==> src/rtl/rng_arb_pkg.sv <==
`default_nettype none
// ============================================================================
// Module      : rng_arb_pkg
// Description : Shared definitions for the round-robin burst arbiter.
//               Holds the FSM state encodings, source count, burst counter
//               width and the round-robin winner helper.
// Revision    : 1.0 - initial release
// ============================================================================
package rng_arb_pkg;

  localparam int NUM_SRC = 4;
  localparam int BCNT_W  = 4;

  localparam logic [1:0] IDLE  = 2'd0;
  localparam logic [1:0] SERVE = 2'd1;
  localparam logic [1:0] GAP   = 2'd2;

  // Round-robin pick: the scan order is last+1, last+2, last+3, last.
  // The loop runs from the lowest to the highest priority, so the
  // highest-priority set bit is the last one written.
  function automatic logic [1:0] rr_pick(input logic [NUM_SRC-1:0] req,
                                         input logic [1:0]         last);
    logic [1:0] idx;
    rr_pick = last;
    for (int k = NUM_SRC; k >= 1; k--) begin
      idx = last + 2'(k);
      if (req[idx]) rr_pick = idx;
    end
  endfunction

endpackage
`default_nettype wire

==> src/rtl/rng_mux_arbiter_mux.sv <==
`default_nettype none
// ============================================================================
// Module      : mux
// Description : Combinational 4:1 data selector.
// Ports       : in_1..in_4 - source data (sources 0..3)
//               sel        - source index
//               out_data   - selected data
// Revision    : 1.0 - initial release
// ============================================================================
module mux #(
  parameter int WIDTH_4 = 4,
  parameter int WIDTH_2 = 2
) (
  input  logic [WIDTH_4-1:0] in_1,
  input  logic [WIDTH_4-1:0] in_2,
  input  logic [WIDTH_4-1:0] in_3,
  input  logic [WIDTH_4-1:0] in_4,
  input  logic [WIDTH_2-1:0] sel,
  output logic [WIDTH_4-1:0] out_data
);

  always_comb begin
    out_data = in_1;
    case (sel[1:0])
      2'd0:    out_data = in_1;
      2'd1:    out_data = in_2;
      2'd2:    out_data = in_3;
      default: out_data = in_4;
    endcase
  end

endmodule
`default_nettype wire

==> src/rtl/rng_mux_arbiter.sv <==
`default_nettype none
// ============================================================================
// Module      : rng_mux_arbiter
// Description : Four-source round-robin arbiter with burst grants feeding a
//               4:1 data mux. Each grant carries burst_len+1 beats, ends
//               early if the granted source drops its request, and is always
//               followed by a one-cycle gap before the next arbitration.
// Ports       : clk, rst_n       - clock, async active-low reset
//               req[3:0]         - per-source requests
//               in_1..in_4       - source data
//               burst_len[3:0]   - beats per grant minus one (sampled at grant)
//               out_ready        - downstream accepts a beat
//               out_valid        - beat present on out_data
//               out_data         - data of the granted source
//               gnt[3:0]         - one-hot grant
//               sel              - index of the granted source
// Revision    : 1.0 - initial release
// ============================================================================
module rng_mux_arbiter
  import rng_arb_pkg::*;
#(
  parameter int WIDTH_4 = 4,
  parameter int WIDTH_2 = 2
) (
  input  logic               clk,
  input  logic               rst_n,
  input  logic [3:0]         req,
  input  logic [WIDTH_4-1:0] in_1,
  input  logic [WIDTH_4-1:0] in_2,
  input  logic [WIDTH_4-1:0] in_3,
  input  logic [WIDTH_4-1:0] in_4,
  input  logic [3:0]         burst_len,
  input  logic               out_ready,
  output logic               out_valid,
  output logic [WIDTH_4-1:0] out_data,
  output logic [3:0]         gnt,
  output logic [WIDTH_2-1:0] sel
);

  logic [1:0]        state;
  logic [1:0]        last_src;
  logic [BCNT_W-1:0] burst_q;
  logic [BCNT_W-1:0] beat_cnt;
  logic [1:0]        pick;
  logic              req_sel;

  assign req_sel   = req[sel[1:0]];
  assign pick      = rr_pick(req, last_src);
  // Valid follows the live request of the granted source, so a dropped
  // request suppresses the beat in the same cycle.
  assign out_valid = (state == SERVE) && req_sel;

  always_ff @(posedge clk or negedge rst_n) begin
    if (!rst_n) begin
      state    <= IDLE;
      gnt      <= '0;
      sel      <= '0;
      last_src <= 2'd3;
      burst_q  <= '0;
      beat_cnt <= '0;
    end else begin
      case (state)
        SERVE: begin
          if (!req_sel) begin
            state <= GAP;
            gnt   <= '0;
          end else if (out_ready) begin
            beat_cnt <= beat_cnt + 4'd1;
            if (beat_cnt == burst_q) begin
              state <= GAP;
              gnt   <= '0;
            end
          end
        end
        // IDLE and GAP arbitrate identically; GAP differs only in that it
        // is always entered for exactly one cycle after a grant.
        default: begin
          if (|req) begin
            state    <= SERVE;
            sel      <= WIDTH_2'(pick);
            gnt      <= 4'b0001 << pick;
            last_src <= pick;
            burst_q  <= burst_len;
            beat_cnt <= '0;
          end else begin
            state <= IDLE;
            gnt   <= '0;
          end
        end
      endcase
    end
  end

  mux #(
    .WIDTH_4 (WIDTH_4),
    .WIDTH_2 (WIDTH_2)
  ) u_mux (
    .in_1     (in_1),
    .in_2     (in_2),
    .in_3     (in_3),
    .in_4     (in_4),
    .sel      (sel),
    .out_data (out_data)
  );

endmodule
`default_nettype wire

==> config.mk <==
export PLATFORM = sky130hd
export DESIGN_NAME = rng_mux_arbiter
export DESIGN_NICKNAME = d
export VERILOG_FILES = /design/src/rtl/rng_arb_pkg.sv /design/src/rtl/rng_mux_arbiter_mux.sv /design/src/rtl/rng_mux_arbiter.sv
export SDC_FILE = /design/constraint.sdc
export NUM_CORES = 1
export LEC_CHECK = 0
export BUFFER_PORTS_ARGS = -buffer_cell sky130_fd_sc_hd__buf_2
export CAP_MARGIN = 15
export CORE_UTILIZATION = 52
export DETAILED_ROUTE_END_ITERATION = 6
export PLACE_DENSITY = 0.9
export SLEW_MARGIN = 10
export SYNTH_ARGS = -nofsm -noshare
export SYNTH_HDL_FRONTEND = slang
export SYNTH_SLANG_ARGS = --single-unit
==> constraint.sdc <==
create_clock -name clk -period 4.9 [get_ports clk]
set_input_delay 1.47 -clock clk [delete_from_list [all_inputs] [get_ports clk]]
set_output_delay 1.47 -clock clk [all_outputs]
set_load 0.02 [all_outputs]
* Yosys cells after proc, flatten, opt, wreduce, memory -nomap -nowiden
Cells that the tools add are included.
** Word-level totals
- Bits in registers :: 18
- Output and inout bits :: 11
- Logic and storage cells :: 57
** Operators by class
- $add $sub $neg :: 4
- Order comparisons :: 4
- Equality and inequality tests :: 8
- Shift operators :: 1
- Multiplexer cells :: 26
- Bitwise logic cells :: 1
- Reductions and logical operators :: 7
** Operators by type and width (number)
- $mux W4 :: 9
- $mux W2 :: 7
- $lt A2 B3 Y1 const B :: 4
- $pmux W4 S3 :: 1
- $bmux W1 S2 :: 4
- $mux W1 :: 5
- $add A2 B2 Y2 const B :: 2
- $add A4 B1 Y4 const B :: 1
- $eq A2 B1 Y1 const B :: 2
- $eq A4 B4 Y1 :: 1
- $ne A2 B2 Y1 const B :: 2
- $reduce_and A2 Y1 :: 2
- $reduce_or A4 Y1 :: 1
- $shl A1 B2 Y4 const A :: 1
- $ne A3 B2 Y1 const B :: 1
- $ne A3 B3 Y1 const B :: 1
- $reduce_and A3 Y1 :: 1
- $add A2 B1 Y2 const B :: 1
- $eq A2 B2 Y1 const B :: 1
- $logic_not A2 Y1 :: 1
- $reduce_bool A2 Y1 :: 1
- $logic_and A1 B1 Y1 :: 1
- $not A1 Y1 :: 1

* Longest topological paths before layout
Gate-level depths: netlist (run 1).
- Depth after elaboration :: 9
- Mapped depth :: 6
- Depth with buffers taken out :: 5

* Cells and area by module
A second synthesis (run 1) with hierarchy kept.
** Second synthesis, totals
- Cell total of the unflattened synthesis :: 100
- Area total of the unflattened synthesis :: 1068.5 um2
** Modules (own cells, without submodules)
- rng_mux_arbiter :: instances 1, cells an instance 96, area each 963.4 um2, sequential area each 452.9 um2
- mux :: instances 1, cells an instance 4, area each 105.1 um2, sequential area each 0.0 um2

* Worst setup path before layout (run 1)
OpenSTA, ideal clock, no wires.
- Path type :: input port to output port
- Start point :: in in_2[0]
- End point :: out out_data[0]
- Data arrival time :: 2069 ps
- Slack :: 1361 ps
- Cell stages on the path :: 1
- Buffers on the path :: 0
- Cell sequence :: mux4_1
** On the way
- Longest elaborated chain between the ends :: 1
** RTL lines
- start: declaration :: line rng_mux_arbiter.sv:29 : input logic [WIDTH_4-1:0] in_2,
- $pmux W4 S3 :: line rng_mux_arbiter_mux.sv:24 : case (sel[1:0])
- end: declaration :: line rng_mux_arbiter.sv:35 : output logic [WIDTH_4-1:0] out_data,
Every way passes these cells.

* Worst setup path in the final report (run 1)
- Start point :: in req[3]
- End point :: out out_valid
** On the way
- Longest elaborated chain between the ends :: 3
** RTL lines
- start: declaration :: line rng_mux_arbiter.sv:27 : input logic [3:0] req,
- $bmux W1 S2 :: line rng_mux_arbiter.sv:47 : assign req_sel = req[sel[1:0]];
- $mux W1 (not written as such) :: line rng_mux_arbiter.sv:47
- $logic_and A1 B1 Y1 :: line rng_mux_arbiter.sv:51 : assign out_valid = (state == SERVE) && req_sel;
- end: declaration :: line rng_mux_arbiter.sv:34 : output logic out_valid,
Every way passes these cells. The select of a mux whose other input is x is not followed.

==> results of run 1 <==
[through the flow]
stage                     utilization (%)  cells  power [mW]  area [um2]
final                               67.98    162      0.7522        1334
after global routing                67.98    162      0.8090        1334
after CTS                           67.98    162      0.7561        1334
after detailed placement            66.14    158      0.6656        1297
after global placement              66.14    158      0.6479        1297
after floorplan                         -     96      0.5635        1089
[sequential cells by signal (all words and copies together) (netlist names)]
signal and count:
beat_cnt 4, burst_q 4, gnt 4, last_src 2
sel 2, state 2
[cell usage in the layout (no fill, tap or decap), types with 2 or more instances in the layout]
cell / n
nand2b_1: 4
clkbuf_4: 3
o21ai_0: 7
mux2i_1: 5
buf_2: 37
dfstp_2: 2
nor2_1: 4
o21a_1: 3
o2bb2ai_1: 2
nor2b_1: 3
dfrtp_1: 16
nand3_1: 2
xor2_1: 3
nand2_1: 18
mux4_1: 4
a32o_1: 2
[cell families after synthesis]
group	synth area share [%]
AO/OA/AOI/OAI	17.82
XOR/XNOR	3.219
adder cells (fa/ha/maj)	1.149
buffers and inverters	1.379
flip-flops	41.61
multiplexers	14.25
AND/OR/NAND/NOR	20.57
[final cells by class]
type                            count  share of cell area [%]
Multi-Input combinational cell     75                   46.53
Clock buffer                        4                   2.720
Sequential cell                    18                   33.96
Tap cell                           27                   2.533
Inverter                            1                  0.3752
Timing Repair Buffer               37                   13.88
[power groups by stage]
stage          sequential [mW]  combinational, mW  clock (mW)
2_1_floorplan            0.272              0.292           0
3_3_place_gp             0.266              0.382           0
3_5_place_dp             0.271              0.394           0
4_1_cts                  0.268              0.396      0.0928
5_1_grt                  0.276              0.434      0.0989
6_report                 0.269              0.392      0.0911
[critical path, delay by kind of cell]
kind / cells / cell delay, ns
buffers and inverters: 3 / 0.41
AOI/OAI and AO/OA: 1 / 0.23
muxes: 1 / 0.19
[path summary, 6_finish.rpt]
check	from	end	slack, ns	depth (start not counted)
max in group asynchronous	rst_n	last_src[0]$_DFFE_PN1P_	3.50	1
min in group asynchronous	rst_n	beat_cnt[1]$_DFFE_PN0P_	1.08	1
worst min register to register	gnt[0]$_DFFE_PN0P_	gnt[0]$_DFFE_PN0P_	0.49	1
worst max-delay path	req[3]	out_valid	1.12	5
worst min-delay path	gnt[0]$_DFFE_PN0P_	gnt[0]$_DFFE_PN0P_	0.49	1
worst max register to register	sel[1]$_DFFE_PN0P_	beat_cnt[2]$_DFFE_PN0P_	3.26	5
[layer usage]
layer  GRT usage (%)  vias up
met5               0        -
met4           10.00        0
met3           3.396        5
met2           36.76       38
met1           25.36      423
li1                -      434
==> impl_metrics.toml, run 1 <==
[global_route]
grt_pass1_vias = 749
grt_pass1_wl_um = 3208
grt_usage_pct = 21.13
antenna_found_initial = 0
grt_max_degree = 19
gr-total-overflow = 0

[critical_path]
crit_required_ns = 3.43
path_cells = "buf_2 > mux2i_1 > o22a_4 > clkinv_2 > buf_2"
critical_path_peak_fanout = 5
crit_path_start_kind = "input pin"
crit_slowest_cell = "o22a_4"
cp-end-kind = "output pin"
path_common_cell = "buf_2"
arrival_ns = 2.31
critical_path_class = "in2out"
max_stage_delay_ns = 0.23

[routing]
wl_um = 2282
drtIter0Drc = 19
wl_met1_um = 925
top_layer = "met4"
dr.pass1.iters = 4
wl_per_cell_um = 14.09
num_vias = 900
met2_length_um = 1174
drc_errors = 0
ant_nets = 0
viasPerCell = 5.556
wl_met3_um = 135

[power_and_ir_drop]
p_leak_nw = 0.6602
pwr-share-clk_pct = 12.1
p_sw_mw = 0.3304
max-vdd-ir-drop_mv = 0.3239
switching_share_pct = 43.92
pwr-share-comb_pct = 52.1
cellPowerDensity_nw_per_um2 = 564.0
seqPwrFrac_pct = 35.8
p_int_mw = 0.4218

[layout]
multi_input_area_um2 = 620.6
antennaDiodeCount = 0
fin_nets = 164
area.sequential_um2 = 452.9
fillers = 157
syn2layout_area_growth_pct = 22.53
drive_gt1_share_pct = 39.26

[timing]
relSlewSlack_pct = 73.60
finalCriticalPeriod_ns = 3.776
layout_setup_ws_ns = 1.124
tns_ns = 0
worst_pin_slew_ns = 0.3955
period_share_pct = 77.06
fin_skew_ns = 0.004109
slew_violations = 0
rsz0062_at_grt = "no"
timing.hold.ws_ns = 0.4932
setup_viol = 0
max_freq_ghz = 0.2648
timing_hold_violations_final = 0

[clock_network]
cts-resized-gates = 0
root_buffer = "clkbuf_4"
holdBufCountCts = 0
clockBufferDepth = 2
clkLatencyLatePin_ns = 0.30
postCtsSetupBuffers = 0
cts_made_buffers = 3
cts_tree = "yes"
cts_sinks = 18
path_clk_slew_ns = 0.09
cts_htree_levels = 1

[synth]
synth_seq_cells = 18
synth_area_leaders = "dfrtp_1 (37%), mux4_1 (9.7%), nand2_1 (6.2%)"
netlist_instances = 96
yosys_warnings = 0
synth_top_area_share_pct = 36.78
synth_seq_area_share_pct = 41.61
yosysMostFrequentCell = "nand2_1"
synth-main-ff-cell = "dfrtp_1"
yosys.area.top_type = "dfrtp_1"
synth_cell_types = 34
synthTopCellsByCount = "nand2_1 (18), dfrtp_1 (16), o21ai_0 (7)"
synth_area_um2 = 1089
syn_nets = 124
async_flop_share_pct = 100.0
synth_area_per_cell_um2 = 11.34
synth_edf_count = 0

[place]
dpl.hpwl_um = 1834
numPortBuffers = 37
gp_congestion = 0.7745
post-place-ws_ns = 1.121

[worst_hold_path]
hp-class = "reg2reg"

[floorplan]
core_area_um2 = 1962
rows = 16
ios = 38
initial_core_util_pct = 55.48
die-area_um2 = 2281
die-height_um = 47.76
dieWidth_um = 47.76

[status]
status = "finished, final reports clean"

[flow_run]
cap_violations = 0
(Power assumes the default switching activity.)
==> run 2, diff against run 1 <==
Settings changed: CORE_UTILIZATION 52 to 44, PLACE_DENSITY 0.9 to 0.82.
Clock period 4.9 ns to 3.25 ns, I/O delays scaled along.
==> run 2 against run 1 <==
Against the previous run: final cell count is 0.62% higher; wire length rose by 5.4%; sequential power increased by 51%; critical path depth is the same; flip-flop and latch count is the same; highest routed layer unchanged; hold slack improved by 0.013 ns; clock power is 55% higher; first-iteration DRC count shrank 74%; non-clock buffer count stayed put; final area about the same.
==> impl_metrics.toml, run 2 (synthesis results as in run 1) <==
[global_route]
grt_pass1_vias = 879
antenna_found_initial = 0
grt_usage_pct = 21.06
grt_max_degree = 19
gr-total-overflow = 0
grt_pass1_wl_um = 3988

[critical_path]
crit_path_start_kind = "input pin"
rr_worst_depth = 4
critical_path_peak_fanout = 5
cp-end-kind = "output pin"
critical_path_class = "in2out"
r2r-end = "beat_cnt[3]$_DFFE_PN0P_"
r2r_setup_slack_ns = 1.63
arrival_ns = 1.80
crit_required_ns = 2.27
r2r_start = "sel[1]$_DFFE_PN0P_"

[clock_network]
holdBufCountCts = 0
root_buffer = "clkbuf_4"
cts_tree = "yes"
clkLatencyLatePin_ns = 0.31
path_clk_slew_ns = 0.10
cts_htree_levels = 1
clockBufferDepth = 2
cts_made_buffers = 3
cts-resized-gates = 0
cts_sinks = 18
postCtsSetupBuffers = 0

[layout]
fin_nets = 164
syn2layout_area_growth_pct = 22.64
fillers = 187
largestRegisters = "beat_cnt (4), burst_q (4), gnt (4)"
layout_commonest_cell = "buf_2"
layout_common_cells = "buf_2 (37), nand2_1 (18), dfrtp_1 (16)"
antennaDiodeCount = 0
drive_gt1_share_pct = 39.26
utilization_pct = 58.66
area.sequential_um2 = 452.9
multi_input_area_um2 = 620.6

[routing]
ant_nets = 0
wl_um = 2405
drc_errors = 0
viasPerCell = 5.632
dr.pass1.iters = 4
wl_per_cell_um = 14.75
num_vias = 918
drtIter0Drc = 5

[timing]
relSlewSlack_pct = 74.20
worst_pin_slew_ns = 0.3871
fin_skew_ns = 0.003206
finalCriticalPeriod_ns = 2.773
timing_hold_violations_final = 0
layout_setup_ws_ns = 0.4771
tns_ns = 0
setup_viol = 0
max_freq_ghz = 0.3606
rsz0062_at_grt = "no"
period_share_pct = 85.32
timing.hold.ws_ns = 0.5059
slew_violations = 0

[flow_run]
cap_violations = 0

[power_and_ir_drop]
pwr-share-comb_pct = 51.9
switching_share_pct = 44.10
p_leak_nw = 0.6602
seqPwrFrac_pct = 35.7
p_int_mw = 0.6363
cellPowerDensity_nw_per_um2 = 852.6
p_sw_mw = 0.5020
max-vdd-ir-drop_mv = 0.3852
pwr-share-clk_pct = 12.4

[floorplan]
rows = 17
initial_core_util_pct = 47.83
dieWidth_um = 51.74
ios = 38
die-height_um = 51.74
core_area_um2 = 2276
die-area_um2 = 2677

[place]
post-place-ws_ns = 0.4699
gp_congestion = 0.7512
dpl.hpwl_um = 1932
numPortBuffers = 37

[worst_hold_path]
min_path_cells = 1
hold_path_end = "gnt[3]$_DFFE_PN0P_"
hold_start = "gnt[3]$_DFFE_PN0P_"
hp-class = "reg2reg"

[status]
status = "finished, final reports clean"
run 2: how the worst max path moves through the flow:
stage	from	endpoint	slack (ns)	cells after the start
floorplan	in_2[0]	out_data[0]	0.70	1
global placement	req[1]	out_valid	0.52	5
detailed placement	req[1]	out_valid	0.47	5
CTS	req[1]	out_valid	0.47	5
global route	req[1]	out_valid	0.42	5
finish	req[1]	out_valid	0.48	5
run 2: metal layers:
layer  track usage (%)  part of all wire [%]  up-vias  wire length (um)
li1                  -                     -      434                 -
met5                 0                     0        -                 0
met2             35.06                    47       41              1137
met3             4.094                   6.8        9               164
met1             24.95                    42      434              1015
met4             12.61                   3.7        0                89
run 2: per-stage QoR:
stage	cell area, um2	power, mW	cells
after CTS	1335	1.153	163
final	1335	1.138	163
after detailed placement	1299	1.010	159
after global routing	1335	1.228	163
after global placement	1299	0.9828	159
after floorplan	1089	0.8495	96
run 2: power by group through the flow:
stage	Sequential, mW	Clock, mW	Combinational [mW]
floorplan	0.410	0	0.440
global placement	0.404	0	0.579
detailed placement	0.413	0	0.597
CTS	0.408	0.146	0.598
global route	0.422	0.155	0.651
finish	0.406	0.141	0.591
run 2: final cells by class:
cell class / count / share of cell area [%]
timing repair buffer: 37 / 13.87
clock buffer: 4 / 2.718
sequential: 18 / 33.93
inverter: 1 / 0.3749
tap: 28 / 2.624
multi-input combinational: 75 / 46.49
run 2: critical path, cell delays in order:
cell	delay [ns]
buf_2	0.13
mux2i_1	0.20
o22a_4	0.23
clkinv_2	0.09
buf_2	0.16
==> run 3, diff against run 2 <==
Settings changed: CORE_ASPECT_RATIO set to 1.2.
==> run 3 against run 2 <==
Against the previous run: combinational power is 0.8% lower; final area is 0.28% higher; utilization is 0.60 points lower; die area hardly changed; critical path depth stayed put; count of clock-buffer cells in the layout stayed put; sequential share of layout area is 0.095 points lower; sequential power hardly changed; non-clock buffer count stayed put; hold slack worse by 0.0038 ns; first-iteration DRC count grew to 4.2 times the previous value; worst setup slack better by 0.014 ns; critical path type unchanged; largest power group unchanged.
==> impl_metrics.toml, run 3 (synthesis results as in run 1) <==
[status]
status = "finished, final reports clean"

[power_and_ir_drop]
pwr-share-comb_pct = 52.0
p_sw_mw = 0.4909
cellPowerDensity_nw_per_um2 = 841.7
switching_share_pct = 43.57
max-vdd-ir-drop_mv = 0.5511
p_int_mw = 0.6359
seqPwrFrac_pct = 35.8
pwr-share-clk_pct = 12.2
p_leak_nw = 0.6602

[timing]
tns_ns = 0
period_share_pct = 84.89
worst_pin_slew_ns = 0.3831
setup_viol = 0
relSlewSlack_pct = 74.46
slew_violations = 0
finalCriticalPeriod_ns = 2.759
timing_hold_violations_final = 0
rsz0062_at_grt = "no"
max_freq_ghz = 0.3624
fin_skew_ns = 0.001444

[floorplan]
ios = 38
core_area_um2 = 2306
die-height_um = 56.49
rows = 19
initial_core_util_pct = 47.21
dieWidth_um = 47.41
die-area_um2 = 2678

[critical_path]
critical_path_class = "in2out"
arrival_ns = 1.78
crit_path_start_kind = "input pin"
cp-end-kind = "output pin"
critical_path_peak_fanout = 5
crit_required_ns = 2.27

[routing]
dr.pass1.iters = 4
wl_per_cell_um = 13.75
drc_errors = 0
viasPerCell = 5.386
num_vias = 894
ant_nets = 0
drtIter0Drc = 21
wl_um = 2283

[global_route]
grt_max_degree = 19
grt_pass1_wl_um = 3712
antenna_found_initial = 0
grt_pass1_vias = 855
grt_usage_pct = 19.38
gr-total-overflow = 0

[clock_network]
clockBufferDepth = 2
cts_htree_levels = 1
root_buffer = "clkbuf_4"
cts-resized-gates = 0
clkLatencyLatePin_ns = 0.29
postCtsSetupBuffers = 0
cts_tree = "yes"
path_clk_slew_ns = 0.10
cts_sinks = 18
holdBufCountCts = 0
cts_made_buffers = 3

[place]
gp_congestion = 0.7934
dpl.hpwl_um = 1887
place_inst = 162
numPortBuffers = 37

[layout]
drive_gt1_share_pct = 39.26
largestRegisters = "beat_cnt (4), burst_q (4), gnt (4)"
layout_common_cells = "buf_2 (37), nand2_1 (18), dfrtp_1 (16)"
layout_commonest_cell = "buf_2"
fin_nets = 164
syn2layout_area_growth_pct = 22.99
final_cells = 166
antennaDiodeCount = 0

[worst_hold_path]
hp-class = "reg2reg"

[flow_run]
cap_violations = 0
## run 3: cell counts in the layout (fill, tap and decap cells not counted)
No cell type changed its count.
## run 3: layout make-up
type / count / area (um2)
clock buffers: 4 / 36.28
inverters: 1 / 5.005
multi-input cells: 75 / 620.6
flip-flops and latches: 18 / 452.9
well taps: 31 / 38.79
repair buffers: 37 / 185.2
fillers: 198 / 967.2
## run 3: critical path, stage by stage
cell      delay, ns
buf_2          0.13
mux2i_1        0.17
o22a_4         0.23
clkinv_2       0.10
buf_2          0.17
## run 3: metrics by stage
step / hold slack, ns / setup WS, ns / cell area (um2) / total power [mW] / utilization, %
after global placement: 0.4751 / 0.5084 / 1303 / 0.9801 / 56.48
after global routing: 0.5255 / 0.4210 / 1339 / 1.221 / 58.06
after floorplan: 0.4652 / 0.7013 / 1089 / 0.8495 / -
after CTS: 0.5079 / 0.4844 / 1339 / 1.137 / 58.06
final: 0.5022 / 0.4909 / 1339 / 1.127 / 58.06
after detailed placement: 0.4830 / 0.4850 / 1303 / 1.002 / 56.48
## run 3: power groups by stage
stage	combinational, mW	sequential, mW	clock, mW
after detailed placement	0.590	0.412	0
after floorplan	0.440	0.410	0
after CTS	0.592	0.406	0.139
after global placement	0.577	0.403	0
final	0.586	0.404	0.137
after global routing	0.657	0.419	0.145
## run 3: final timing paths
kind / slack (ns) / cells past startpoint / endpoint / start
max: 0.49 / 5 / out_valid / req[1]
min: 0.50 / 2 / burst_q[3]$_DFFE_PN0P_ / burst_q[3]$_DFFE_PN0P_
max reg2reg: 1.63 / 4 / beat_cnt[3]$_DFFE_PN0P_ / sel[1]$_DFFE_PN0P_
min reg2reg: 0.50 / 2 / burst_q[3]$_DFFE_PN0P_ / burst_q[3]$_DFFE_PN0P_
max in group asynchronous: 2.35 / 1 / last_src[0]$_DFFE_PN1P_ / rst_n
min in group asynchronous: 0.58 / 1 / beat_cnt[1]$_DFFE_PN0P_ / rst_n
## run 3: metal layers
metal,wire length (um),track usage (%),share of wire [%]
met1,900,23.06,39
met2,1202,33.86,53
met3,146,2.894,6.4
met4,34,6.122,1.5
met5,0,0,0
